### src/rtl/jtdsp16_yaau.sv
// Y-space address unit: r0-r3/j/k/rb/re register file, loads and pointer post-modify; 1-cycle update, always ready.
// Optional circular-buffer wrap (rY==re -> rb on +1) enabled by `define JTDSP16_YAAU_VSR_EN.
module jtdsp16_yaau #(
    parameter int DW     = 16,
    parameter int RAM_AW = 11
) (
    input  logic              clk,
    input  logic              rst,
    input  logic              cen,
    input  logic [2:0]        r_field,
    input  logic [1:0]        y_field,
    input  logic              short_load,
    input  logic              long_load,
    input  logic              ram_load,
    input  logic              acc_load,
    input  logic              post_load,
    input  logic [1:0]        inc_sel,
    input  logic              step_sel,
    input  logic              ksel,
    input  logic [8:0]        short_imm,
    input  logic [DW-1:0]     long_imm,
    input  logic [DW-1:0]     ram_dout,
    input  logic [DW-1:0]     acc_dout,
    input  logic [2:0]        rd_sel,
    output logic [RAM_AW-1:0] ram_addr,
    output logic [DW-1:0]     rd_data
);

    logic [DW-1:0] r [4];
    logic [DW-1:0] j, k, rb, re;

    logic [DW-1:0] ry;
    logic [DW-1:0] step;
    logic [DW-1:0] ry_next;
    logic [DW-1:0] short_ext;
    logic [DW-1:0] load_val;
    logic          load;

    // j and k are signed step values, so short immediates are sign-extended only for them
    always_comb begin
        short_ext = {{(DW-9){1'b0}}, short_imm};
        if (r_field[2:1] == 2'b11)
            short_ext = {{(DW-9){short_imm[8]}}, short_imm};
    end

    always_comb begin
        load_val = acc_dout;
        if (long_load)       load_val = long_imm;
        else if (short_load) load_val = short_ext;
        else if (ram_load)   load_val = ram_dout;
    end

    assign load = long_load | short_load | ram_load | acc_load;

    always_comb begin
        ry   = r[y_field];
        step = '0;
        if (step_sel) begin
            step = ksel ? k : j;
        end else begin
            case (inc_sel)
                2'd1:    step = DW'(1);
                2'd2:    step = '1;
                default: step = '0;
            endcase
        end
        ry_next = ry + step;
`ifdef JTDSP16_YAAU_VSR_EN
        if (!step_sel && inc_sel == 2'd1 && re != '0 && ry == re)
            ry_next = rb;
`endif
    end

    // The load is assigned last so it overrides a post-modify of the same register
    always_ff @(posedge clk) begin
        if (rst) begin
            for (int i = 0; i < 4; i++) r[i] <= '0;
            j  <= '0;
            k  <= '0;
            rb <= '0;
            re <= '0;
        end else if (cen) begin
            if (post_load)
                r[y_field] <= ry_next;
            if (load) begin
                case (r_field)
                    3'd4:    rb <= load_val;
                    3'd5:    re <= load_val;
                    3'd6:    j  <= load_val;
                    3'd7:    k  <= load_val;
                    default: r[r_field[1:0]] <= load_val;
                endcase
            end
        end
    end

    assign ram_addr = ry[RAM_AW-1:0];

    always_comb begin
        case (rd_sel)
            3'd4:    rd_data = rb;
            3'd5:    rd_data = re;
            3'd6:    rd_data = j;
            3'd7:    rd_data = k;
            default: rd_data = r[rd_sel[1:0]];
        endcase
    end

endmodule
### config.mk
export PLATFORM = sky130hd
export DESIGN_NAME = jtdsp16_yaau
export DESIGN_NICKNAME = d
export VERILOG_FILES = /design/src/rtl/jtdsp16_yaau.sv
export SDC_FILE = /design/constraint.sdc
export NUM_CORES = 1
export LEC_CHECK = 0
export ABC_AREA = 1
export CELL_PAD_IN_SITES_DETAIL_PLACEMENT = 1
export CELL_PAD_IN_SITES_GLOBAL_PLACEMENT = 1
export CORE_ASPECT_RATIO = 1.2
export CORE_UTILIZATION = 32
export DETAILED_ROUTE_END_ITERATION = 8
export PLACE_DENSITY = 0.62
export SLEW_MARGIN = 20
export SYNTH_ARGS = -nofsm -noshare
export SYNTH_HDL_FRONTEND = slang
export SYNTH_SLANG_ARGS = --single-unit
### constraint.sdc
create_clock -name clk -period 4.4 [get_ports clk]
set_input_delay 0.88 -clock clk [delete_from_list [all_inputs] [get_ports clk]]
set_output_delay 0.88 -clock clk [all_outputs]
set_load 0.1 [all_outputs]
Word-level counts from Yosys, hierarchy flattened
Memories as Yosys holds them, arrays and structs flattened.
Cells that the tools add are included.
Widths: inputs -> output; s select.
{ "totals": {"input_bits": 77, "memories": 1, "ff_bits": 64, "mem_bits_rw": 64} }
{ "op_classes": {"addsub": 1, "bitwise_logic": 3, "n_eq_ne": 11, "reduce_logical": 7, "muxes": 25} }
{ "memory_table": {"columns": ["memory", "words", "width", "read_ports", "rd_ports_with_merged_regs", "wr", "line", "text"], "rows": [
  ["r", 4, 16, 2, 0, 4, "29", "logic [DW-1:0] r [4];"]
]} }
{ "ops": {"columns": ["op", "n"], "rows": [
  ["$mux 16", 8],
  ["$pmux 16 s4", 1],
  ["$pmux 16 s2", 1],
  ["$reduce_or 16->1", 2],
  ["$eq 3x3->1 const B", 8],
  ["$add 16x16->16", 1],
  ["$mux 1", 13],
  ["$reduce_and 3->1", 4],
  ["$eq 2x2->1 const B", 2],
  ["$mux 2", 2],
  ["$reduce_or 4->1", 1],
  ["$or 1x1->1", 3],
  ["$eq 2x1->1 const B", 1]
]} }

Depth between registers and ports, before layout
{ "logic_depth": {"depth_word": 9, "ltp_mapped": 18, "mapped_depth_nobuf": 17} }

Worst setup path after synthesis
OpenSTA, ideal clock, no wires.
{ "synth_timing": {"path_type": "input-to-reg", "from": "input port y_field[1]", "to": "memory r[0][8], data pin", "arrival_ps": 5122, "setup_slack_ps": -976, "path_stages": 12, "t_required_ps": 4146, "setup_ps": 254, "path_cell_list": "inv_1 > clkbuf_1 > clkbuf_1 > o21ai_0 > o21ai_0 > ha_1 > or2_2 > and2_1 > a21oi_1 > xnor2_1 > nand3_1 > nand2_1"} }
{ "synth_rtl": {"columns": ["element", "line", "text"], "rows": [
  ["start: declaration", "11", "input logic [1:0] y_field,"],
  ["end: declaration", "29", null]
]} }

Worst setup path in the final report
{ "layout_timing": {"from": "input port rd_sel[1]", "to": "output port rd_data[1]"} }
{ "layout_between": {"elab_chain_cells": 2} }
{ "layout_rtl": {"columns": ["element", "line", "text"], "rows": [
  ["start: declaration", "24", "input logic [2:0] rd_sel,"],
  ["$mem_v2 4x16 or $eq 3x3->1 (tied branches)", null, null],
  ["$pmux 16 s4 *", "100", "case (rd_sel)"],
  ["end: declaration", "26", "output logic [DW-1:0] rd_data"]
]} }
Mark *: on every way between the ends. The rest lies on a longest branch, timed or not.

==> flow_metrics.tcl <==
set metrics [dict create \
    ys_types 43 \
    dpl.hpwl_um 24000 \
    tightest_slew_ps 862 \
    post-route-drc-count 0 \
    synth_edf_count 64 \
    p_per_area_mw_per_mm2 356 \
    ys_seq_area_frac 0.401 \
    critPathMaxFanout 11 \
    cp-start-kind "input pin" \
    final_nets 1293 \
    die_width_um 146 \
    crit_required_ps 3520 \
    drt-initial-drc-count 584 \
    cts-htree-levels 4 \
    vias 8418 \
    num_rows 62 \
    yosysWarningCount 0 \
    finalSetupViolations 0 \
    netlist_area_mm2 0.00799 \
    leakage_uw 0.00435 \
    syn_nets 1190 \
    postPlaceCellArea_mm2 0.00973 \
    synthFlopType "edfxtp_1" \
    io_pins 104 \
    wire_per_inst_um 21.5 \
    clk_pin_slew_ps 50 \
    cts_buffers 17 \
    end_kind "output port" \
    initial_core_util 0.330 \
    die_h_um 175 \
    min_period_over_period 0.952 \
    slew_headroom 0.424 \
    status "complete, no violations" \
    finalPower_uw 3670 \
    ant_nets 0 \
    hold_path_class "register to register" \
    min_period_ps 4190 \
    fillers 3025 \
    antenna_cells 0 \
    synthCells 1096 \
    ys_async_sr_fraction 0 \
    wl_um 33000 \
    rsz0062_at_grt "no" \
    overflow 0 \
    portBuffers 103 \
    setup.worst_path.class "input pin to output port" \
    core_area_mm2 0.0242 \
    layout-drive-gt1-share 0.112 \
    postSynthAreaPerCell_um2 7.29 \
    clk_latency_ps 430 \
    fin_setup_tns_ps 0 \
    cts_sinks 128 \
    post_cts_buffers 0 \
    hold_buffers 0 \
    drv_slew 0 \
    track_usage 0.263 \
    cts_resized 0 \
    grt_pass1_vias 8469 \
    vias_per_cell 5.49 \
    finClkSkew_ps 7.96 \
    syn2layout_area_growth_pct 29.0 \
    timing.fmax_ghz 0.239 \
    cts-root-buf "clkbuf_16" \
    arrival_ps 3310 \
    dieArea_mm2 0.0256 \
    cap_violations 0 \
    place_congestion 0.842 \
    drtPass1Iterations 5 \
    antenna_found_initial 1 \
    synth_seq_cells 128 \
    clockBufferDepth 2 \
    place_ws_ps 223 \
    finalHoldViolCount 0 \
    grt_pass1_wl_um 50500 \
    final_cell_area_mm2 0.0103 \
    cts_tree "done" \
    fin_ws_ps 213 \
    ir_drop_v 0.000285 \
    grt_max_degree 63 \
]
[cell type report]
type,instances,area (um2),share of cell area
timing repair buffer,137,1580,0.154
clock inverter,5,50.0,0.00486
multi-input combinational,803,4110,0.399
sequential,128,3200,0.311
clock buffer,27,524,0.0509
inverter,112,430,0.0418
tap,320,400,0.0389
[state kept, by name (all words and copies together), names as in the netlist]
| signal | count |
|---|---|
| k | 16 |
| rb | 16 |
| j | 16 |
| r | 64 |
| re | 16 |
[logic make-up (layout without fill, tap and decap cells)]
kind of cell             Yosys count  count (layout)  synth area share
buffers and inverters            165             281            0.0857
AND/OR/NAND/NOR                  445             445             0.243
AO/OA/AOI/OAI                    337             337             0.238
XOR/XNOR                           4               4           0.00439
flip-flops                       128             128             0.401
adder cells (fa/ha/maj)           17              17            0.0276
[power breakdown]
group | switching [uW] | internal (uW) | total [uW]
clock | 527 | 867 | 1390
sequential | 32.8 | 1310 | 1340
combinational | 625 | 307 | 932
total | 1180 | 2480 | 3670
[through the flow]
stage	cells	hold slack (ps)	utilization
2_1_floorplan	1096	442	-
3_3_place_gp	1500	456	0.402
3_5_place_dp	1500	466	0.402
4_1_cts	1532	474	0.426
5_1_grt	1532	497	0.426
6_report	1532	468	0.426
[synthesized netlist by cell type, types with 4 or more instances]
master / n / area, um2
a22oi_1: 26 / 195
o21ai_1: 12 / 60.1
ha_1: 16 / 200
nor3b_2: 6 / 75.1
nand3_1: 30 / 150
a211oi_1: 9 / 67.6
a21oi_1: 104 / 521
nand3_2: 4 / 40.0
inv_4: 4 / 25.0
nand4_1: 25 / 156
inv_2: 12 / 45.0
nor2_1: 93 / 349
clkbuf_1: 29 / 109
o21ai_0: 140 / 701
edfxtp_1: 64 / 1920
buf_2: 17 / 85.1
nor3_1: 4 / 20.0
o22ai_1: 23 / 144
dfxtp_1: 64 / 1280
a221oi_1: 12 / 105
nand2_4: 4 / 45.0
inv_1: 93 / 349
nand2_1: 266 / 998
[worst max-delay path, cell delays in order]
cell and delay [ps]:
clkdlybuf4s50_1 490, nand2_1 140, clkinv_1 520, nand2_1 250, nand3_1 100, a211oi_1 540
a21oi_1 170, buf_12 220
[final timing paths]
check	from	endpoint	slack, ps	cells past startpoint
setup / recovery	rd_sel[1]	rd_data[1]	210	8
hold / removal	j[12]	j[12]	470	2
setup reg to reg	j[6]	r[2][14]	1750	12
hold reg to reg	j[12]	j[12]	470	2
[cell usage in the layout, fill, tap and decap left out, drive strengths merged, types with 3 or more instances in the layout]
master,instances
nor3,7
a31oi,3
ha,16
nor2,96
dfxtp,64
a22oi,26
clkbuf,27
nor3b,6
nand4,25
nand3,34
edfxtp,64
nand2,273
o211ai,4
a21oi,104
o22ai,23
buf,61
a22o,3
inv,109
a211oi,9
a221oi,12
o21ai,152
clkinv,7
clkdlybuf4s50,76
[per-layer routing]
layer / global-route usage / wire [um] / share of wire / vias to the layer above
met5: 0 / 12 / 0.00036 / -
met4: 0.0812 / 595 / 0.018 / 2
met3: 0.0420 / 1860 / 0.056 / 42
met2: 0.445 / 15900 / 0.48 / 300
met1: 0.341 / 14600 / 0.44 / 4093
li1: - / - / - / 3981
Note: power is estimated with default switching activity, not from simulation.
